### src/rtl/eggtimer_ctrl.sv
// eggtimer_ctrl
//   Countdown control stage of the egg timer. Edge-detects the debounced
//   button levels, lets the user set MM:SS in IDLE, then counts down once
//   per tick_1s while running, with pause/resume and an auto-clearing alarm
//   at 00:00. The time is held directly as BCD digits for the display.
//
// Ports
//   clk        system clock, all state changes on its rising edge
//   reset      asynchronous active-high reset to IDLE / 00:00
//   tick_1s    one-clk enable pulse per second
//   sec_btn    debounced seconds-set level
//   min_btn    debounced minutes-set level
//   start_btn  debounced start/pause level
//   sec_tens   seconds tens digit (0..5)
//   sec_ones   seconds ones digit (0..9)
//   min_tens   minutes tens digit (0..9)
//   min_ones   minutes ones digit (0..9)
//   running    high in RUN
//   alarm      high in ALARM
module eggtimer_ctrl #(
  parameter int unsigned ALARM_SECS = 10  // 1..255
) (
  input  logic       clk,
  input  logic       reset,
  input  logic       tick_1s,
  input  logic       sec_btn,
  input  logic       min_btn,
  input  logic       start_btn,
  output logic [2:0] sec_tens,
  output logic [3:0] sec_ones,
  output logic [3:0] min_tens,
  output logic [3:0] min_ones,
  output logic       running,
  output logic       alarm
);

  typedef enum logic [1:0] {S_IDLE, S_RUN, S_PAUSE, S_ALARM} state_e;

  localparam logic [7:0] ALARM_LAST = 8'(ALARM_SECS - 1);

  state_e     state_q, state_d;
  logic [2:0] sec_tens_q, sec_tens_d;
  logic [3:0] sec_ones_q, sec_ones_d;
  logic [3:0] min_tens_q, min_tens_d;
  logic [3:0] min_ones_q, min_ones_d;
  logic [7:0] alarm_cnt_q, alarm_cnt_d;
  logic       sec_prev_q, min_prev_q, start_prev_q;

  logic sec_ev, min_ev, start_ev;
  logic time_zero, time_one;

  // Prev registers reset to 0, so a button held through reset produces
  // one event on the first edge after release.
  assign sec_ev   = sec_btn   & ~sec_prev_q;
  assign min_ev   = min_btn   & ~min_prev_q;
  assign start_ev = start_btn & ~start_prev_q;

  assign time_zero = (sec_tens_q == 3'd0) && (sec_ones_q == 4'd0) &&
                     (min_tens_q == 4'd0) && (min_ones_q == 4'd0);
  assign time_one  = (sec_tens_q == 3'd0) && (sec_ones_q == 4'd1) &&
                     (min_tens_q == 4'd0) && (min_ones_q == 4'd0);

  always_comb begin
    state_d     = state_q;
    sec_tens_d  = sec_tens_q;
    sec_ones_d  = sec_ones_q;
    min_tens_d  = min_tens_q;
    min_ones_d  = min_ones_q;
    alarm_cnt_d = alarm_cnt_q;

    unique case (state_q)
      S_IDLE: begin
        if (start_ev && !time_zero) begin
          // set events in the same cycle are dropped on the way to RUN
          state_d = S_RUN;
        end else begin
          if (sec_ev) begin
            // seconds wrap 59 -> 00 without touching minutes
            if (sec_ones_q == 4'd9) begin
              sec_ones_d = 4'd0;
              sec_tens_d = (sec_tens_q == 3'd5) ? 3'd0 : sec_tens_q + 3'd1;
            end else begin
              sec_ones_d = sec_ones_q + 4'd1;
            end
          end
          if (min_ev) begin
            if (min_ones_q == 4'd9) begin
              min_ones_d = 4'd0;
              min_tens_d = (min_tens_q == 4'd9) ? 4'd0 : min_tens_q + 4'd1;
            end else begin
              min_ones_d = min_ones_q + 4'd1;
            end
          end
        end
      end

      S_RUN: begin
        if (start_ev) begin
          // pause wins over a coincident tick
          state_d = S_PAUSE;
        end else if (tick_1s) begin
          if (time_one) state_d = S_ALARM;
          if (sec_ones_q != 4'd0) begin
            sec_ones_d = sec_ones_q - 4'd1;
          end else begin
            sec_ones_d = 4'd9;
            if (sec_tens_q != 3'd0) begin
              sec_tens_d = sec_tens_q - 3'd1;
            end else begin
              // :00 -> :59 borrows a minute; RUN is never entered at 00:00
              sec_tens_d = 3'd5;
              if (min_ones_q != 4'd0) begin
                min_ones_d = min_ones_q - 4'd1;
              end else begin
                min_ones_d = 4'd9;
                min_tens_d = min_tens_q - 4'd1;
              end
            end
          end
        end
      end

      S_PAUSE: begin
        if (start_ev) begin
          state_d = S_RUN;
        end else if (sec_ev || min_ev) begin
          state_d    = S_IDLE;
          sec_tens_d = 3'd0;
          sec_ones_d = 4'd0;
          min_tens_d = 4'd0;
          min_ones_d = 4'd0;
        end
      end

      S_ALARM: begin
        if (start_ev) begin
          state_d     = S_IDLE;
          alarm_cnt_d = 8'd0;
        end else if (tick_1s) begin
          if (alarm_cnt_q == ALARM_LAST) begin
            state_d     = S_IDLE;
            alarm_cnt_d = 8'd0;
          end else begin
            alarm_cnt_d = alarm_cnt_q + 8'd1;
          end
        end
      end

      default: state_d = S_IDLE;
    endcase
  end

  always_ff @(posedge clk or posedge reset) begin
    if (reset) begin
      state_q      <= S_IDLE;
      sec_tens_q   <= 3'd0;
      sec_ones_q   <= 4'd0;
      min_tens_q   <= 4'd0;
      min_ones_q   <= 4'd0;
      alarm_cnt_q  <= 8'd0;
      sec_prev_q   <= 1'b0;
      min_prev_q   <= 1'b0;
      start_prev_q <= 1'b0;
    end else begin
      state_q      <= state_d;
      sec_tens_q   <= sec_tens_d;
      sec_ones_q   <= sec_ones_d;
      min_tens_q   <= min_tens_d;
      min_ones_q   <= min_ones_d;
      alarm_cnt_q  <= alarm_cnt_d;
      sec_prev_q   <= sec_btn;
      min_prev_q   <= min_btn;
      start_prev_q <= start_btn;
    end
  end

  assign sec_tens = sec_tens_q;
  assign sec_ones = sec_ones_q;
  assign min_tens = min_tens_q;
  assign min_ones = min_ones_q;
  assign running  = (state_q == S_RUN);
  assign alarm    = (state_q == S_ALARM);

endmodule

### config.mk
export PLATFORM = sky130hd
export DESIGN_NAME = eggtimer_ctrl
export DESIGN_NICKNAME = d
export VERILOG_FILES = /design/src/rtl/eggtimer_ctrl.sv
export SDC_FILE = /design/constraint.sdc
export NUM_CORES = 1
export LEC_CHECK = 0
export CAP_MARGIN = 20
export CORE_ASPECT_RATIO = 0.75
export CORE_MARGIN = 2
export CORE_UTILIZATION = 61
export CTS_CLUSTER_DIAMETER = 30
export DETAILED_ROUTE_END_ITERATION = 10
export PLACE_DENSITY = 0.94
export SLEW_MARGIN = 20
export SYNTH_ARGS = -nofsm -noshare
export SYNTH_HDL_FRONTEND = slang
export SYNTH_SLANG_ARGS = --single-unit
### constraint.sdc
create_clock -name clk -period 3.8 [get_ports clk]
set_input_delay 0.57 -clock clk [delete_from_list [all_inputs] [get_ports clk]]
set_output_delay 0.57 -clock clk [all_outputs]
set_load 0.01 [all_outputs]
## After elaboration in Yosys (flattened, before gate mapping)

Cells that the tools add are included.

- Add/sub/neg operators: 9
- Eq/ne operators: 27
- Reductions and logical operators: 25
- Mux-type cells: 52
- Shift operators: 0
- Multiply operators: 0
- Bitwise logic cells: 6
- Divide/modulo/power cells: 0
- Order comparisons: 0

Operators with widths:

| operator | count |
|---|---|
| $mux 4 | 25 |
| $pmux 4 s3 | 3 |
| $mux 3 | 10 |
| $ne 2x2->1 const B | 13 |
| $mux 8 | 3 |
| $mux 2 | 9 |
| $reduce_and 9->1 | 2 |
| $add 4x1->4 const B | 3 |
| $eq 4x4->1 const B | 3 |
| $logic_not 4->1 | 3 |
| $sub 4x1->4 const B | 3 |
| $reduce_and 11->1 | 1 |
| $pmux 3 s3 | 1 |
| $add 8x1->8 const B | 1 |
| $eq 8x4->1 const B | 1 |
| $pmux 2 s4 | 1 |
| $reduce_bool 4->1 | 2 |
| $logic_and 1x1->1 | 7 |
| $reduce_and 7->1 | 1 |
| $ne 3x1->1 const B | 2 |
| $ne 3x2->1 const B | 2 |
| $reduce_and 6->1 | 1 |
| $reduce_bool 3->1 | 2 |
| $eq 2x2->1 const B | 2 |
| other kinds (14) | 18 |

- Input port bits: 6
- Register bits after elaboration: 28
- Memory bits (writable): 0
- Memories: 0
- Memory bits (read-only): 0
- Latch bits: 0
- Word-level logic and storage cells: 128
- Output and inout port bits: 17

## Depth between registers and ports, before layout

- Word-level depth: 8
- Gate-level depth with buffers: 10
- Depth with buffers taken out: 8

## Least setup slack after synthesis

OpenSTA, ideal clock, no wires.

- Kind: reg-to-reg
- Start point: reg min_ones_q[1] (netlist: min_ones[1])
- End point: reg state_q[0]
- Data required time: 3.677 ns
- Slack: 1.126 ns
- Cell stages (with the launch flop): 8
- Clock period less this slack: 2.674 ns
- Path buffers: 1
- Arrival time: 2.551 ns
- Setup time: 0.123 ns
- Cell sequence: dfrtp_1 buf_6 or4_4 or4b_4 or4b_4 a21oi_4 a21oi_1 o221a_1

- Cells in the longest elaborated chain, start to end: 6
- Elaborated cells on any way between the ends: 8
- Those cells by class: 2 x eq/ne; 6 x reduce/logical

RTL lines:

| item | RTL line | text |
|---|---|---|
| start: declaration | 45 | `logic [3:0] min_ones_q, min_ones_d;` |
| start signal: assignment | 169 | `min_ones_q <= min_ones_d;` |
| $logic_not 4->1 (*) | 59, 61 |  |
| $logic_and 1x1->1 | 59 | `(min_tens_q == 4'd0) && (min_ones_q == 4'd0);` |
| $logic_not 1->1 | 73 | `if (start_ev && !time_zero) begin` |
| $logic_and 1x1->1 | 73 |  |
| $ne 2x2->1 (no line) | - |  |
| $reduce_and 6->1 (no line) (*) | - |  |
| end signal: assignment | 165 | `state_q <= state_d;` |
| end: declaration | 41 | `state_e state_q, state_d;` |

Mark *: on every way between the ends. The rest lies on a longest branch, timed or not.
A chain may end at the register's enable or synchronous reset.

## Final worst setup path

- Start point: reg min_ones_q[0] (netlist: min_ones[0])
- End point: reg min_tens_q[2] (netlist: min_tens[2])

- Cells in the longest elaborated chain, start to end: 6
- Elaborated cells on any way between the ends: 10
- Those cells by class: 4 x eq/ne; 6 x reduce/logical

RTL lines:

| item | RTL line | text |
|---|---|---|
| $logic_not 4->1 | 59 |  |
| $logic_and 1x1->1 | 59 |  |
| $logic_not 1->1 | 73 |  |
| $logic_and 1x1->1 | 73 |  |
| $ne 2x2->1 (no line) | - |  |
| $reduce_and 11->1 (no line) (*) | - |  |
| end signal: assignment | 168 | `min_tens_q <= min_tens_d;` |
| end: declaration | 44 | `logic [3:0] min_tens_q, min_tens_d;` |

Marked as above.

==> flow_summary.json <==
{
  "worstSetupStartpointType": "register",
  "post_cts_buffers": 0,
  "drt_wl_total_um": 4854,
  "drt_drc_violations_left": 0,
  "yosysUniqueCellTypes": 51,
  "wl_met2_um": 2188,
  "numnets_final": 280,
  "start_util": 0.6307,
  "floorplan.io_pins": 23,
  "grt_first_pass_wirelength_um": 7734,
  "synth_edf_count": 0,
  "syn_nets": 273,
  "setup_ws_ns": 0.9649,
  "cts_tree": "built",
  "worst_clock_skew_ns": 0.003260,
  "worst_slew_pin_slew_ns": 0.6072,
  "layout.filler_cells": 252,
  "final_cell_mix": "sky130_fd_sc_hd__nand2_1, sky130_fd_sc_hd__o21ai_0, sky130_fd_sc_hd__dfrtp_1",
  "cts_buffers": 3,
  "highest-signal-layer": "met4",
  "antenna_found_initial": 0,
  "cts.hold.buffers_added": 0,
  "final_min_period_over_clock_period": 0.7461,
  "die_w_um": 71.10,
  "wirelength_met1_um": 2248,
  "crit_required_ns": 3.98,
  "arrival_ns": 3.02,
  "max_freq_mhz": 352.7,
  "post_route_cells_drive_above_1_share": 0.05344,
  "dp_cells": 298,
  "grt_pass1_vias": 1640,
  "vias_per_cell": 6.606,
  "vias": 1995,
  "grt_setup_unrepaired": "false",
  "critical_path.slowest_cell": "sky130_fd_sc_hd__or4_4",
  "finalMaxSlewViolations": 0,
  "vdd_ir_drop_max_v": 0.0004989,
  "grt_max_degree": 29,
  "run_status": "finished, final reports clean",
  "stdcell_area_mm2": 0.002303,
  "p_total_uw": 2039,
  "clock_insertion_delay_worst_skew_ns": 0.28,
  "power_per_cell_area_mw_per_mm2": 885.0,
  "die-height_um": 54.32,
  "hold_viol": 0,
  "dpl_cell_area_mm2": 0.002248,
  "drt_first_pass_iters": 5,
  "synth_flop_cell": "sky130_fd_sc_hd__dfrtp_1",
  "async_reset_ff_frac": 1.000,
  "min_path_type": "register to register",
  "clk_pin_slew_worst_paths_ns": 0.10,
  "critical_path_class": "register to register",
  "portBuffers": 22,
  "syn_area_mm2": 0.002059,
  "fp.dieArea_mm2": 0.003862,
  "wl_met3_um": 377,
  "number_of_inserted_diodes": 0,
  "critical_path_endpoint_category": "register",
  "multi_input_area_mm2": 0.001206,
  "routedWlPerCell_um": 16.07,
  "global_route.usage.total": 0.2501,
  "synth.avg_cell_area_um2": 8.045,
  "cap_violations": 0,
  "timing.critical_path.max_delay_family": "simple AND/OR/NAND/NOR gates",
  "timing.critical_path.buf_inv": 0,
  "detailedPlacementHpwl_um": 3293,
  "register_area_um2": 700.7,
  "ys.warnings.count": 0,
  "static-leakage-power_uw": 0.0009392,
  "clk_path_buf_depth": 2,
  "post_placement_setup_slack_ns": 1.017,
  "worst_path_largest_cell_delay_ns": 0.59,
  "synthToLayoutAreaGrowth_pct": 11.85,
  "worst_path_fanout_max": 13,
  "ctsHtreeMaxLevel": 1,
  "yosysSeqAreaShare": 0.3402,
  "core-area_mm2": 0.003266,
  "drt_first_iter_violations": 240,
  "gp_congestion": 0.8940,
  "slew_headroom": 0.5946,
  "fp-row-count": 18,
  "report.final.setup_viol": 0,
  "reg2reg_slack_ns": 0.96,
  "root_buffer": "sky130_fd_sc_hd__clkbuf_8",
  "overflow": 0,
  "total_negative_setup_slack_ns": 0,
  "post_cts_sizing": 0,
  "yosys_register_bits": 28,
  "final_cell_count_no_fill": 302,
  "post_synth_inst_count": 256,
  "crit_chain": "or4_4, or4b_4, o211ai_1, and4_1, o221ai_1, a22o_1",
  "layout_min_cycle_time_ns": 2.835,
  "clock_sinks": 28,
  "post_drt_antenna_nets": 0
}
## Yosys cell counts, types with 4 or more instances
master | count | share of area
sky130_fd_sc_hd__dfrtp_1 | 28 | 0.34
sky130_fd_sc_hd__nand2_1 | 28 | 0.051
sky130_fd_sc_hd__o21ai_0 | 28 | 0.068
sky130_fd_sc_hd__nor2_1 | 25 | 0.046
sky130_fd_sc_hd__clkbuf_1 | 16 | 0.029
sky130_fd_sc_hd__inv_1 | 15 | 0.027
sky130_fd_sc_hd__a21oi_1 | 14 | 0.034
sky130_fd_sc_hd__ha_1 | 11 | 0.067
sky130_fd_sc_hd__o31ai_1 | 6 | 0.022
sky130_fd_sc_hd__a31oi_1 | 5 | 0.015
sky130_fd_sc_hd__buf_2 | 5 | 0.012
sky130_fd_sc_hd__nand3_1 | 5 | 0.012
sky130_fd_sc_hd__nor3_1 | 5 | 0.012
sky130_fd_sc_hd__a32oi_1 | 4 | 0.017
sky130_fd_sc_hd__nor4_1 | 4 | 0.012
sky130_fd_sc_hd__o211ai_1 | 4 | 0.015
## path summary, 6_finish.rpt
path,from,end,cells past startpoint
max reg2reg,min_ones[0],min_tens[2],6
max,min_ones[0],min_tens[2],6
min in group asynchronous,reset,min_tens[1],2
max in group asynchronous,reset,alarm_cnt_q[3],2
min,alarm_cnt_q[7],alarm_cnt_q[7],1
min reg2reg,alarm_cnt_q[7],alarm_cnt_q[7],1
## power breakdown
part           total, uW  internal (uW)  switching, uW
registers            607            395            212
logic               1240            530            710
clock network        191           93.1           98.4
total               2040           1020           1020
## state kept, by name (all words and copies together) (netlist names)
register and count:
alarm_cnt_q 8, sec_ones 4, sec_prev_q 1, min_ones 4, sec_tens 3, start_prev_q 1
min_tens 4, min_prev_q 1, state_q 2
## routing by layer
metal / vias to the layer above / GRT usage
li1: 950 / -
met1: 929 / 0.3583
met2: 106 / 0.4112
met3: 10 / 0.04420
met4: 0 / 0.03774
met5: - / 0
## stage by stage
step | utilization | hold slack (ns)
6_report | 0.7054 | 0.5127
5_1_grt | 0.7054 | 0.5330
4_1_cts | 0.7054 | 0.5144
3_5_place_dp | 0.6885 | 0.5035
3_3_place_gp | 0.6885 | 0.4843
2_1_floorplan | - | 0.4515
## cell families after synthesis
logic type,synth area share
buf+inv,0.07412
mux,0.01033
compound gates,0.2789
flops,0.3402
fa+ha+maj,0.06683
xor+xnor,0.004254
simple gates,0.2254
## cell type report
class | instances | share of cell area
clock buffers | 4 | 0.02390
multi-input cells | 191 | 0.5236
well taps | 40 | 0.02173
repair buffers | 24 | 0.1021
flip-flops and latches | 28 | 0.3042
inverters | 15 | 0.02444
No activity file was read; power rests on OpenSTA's default activity.
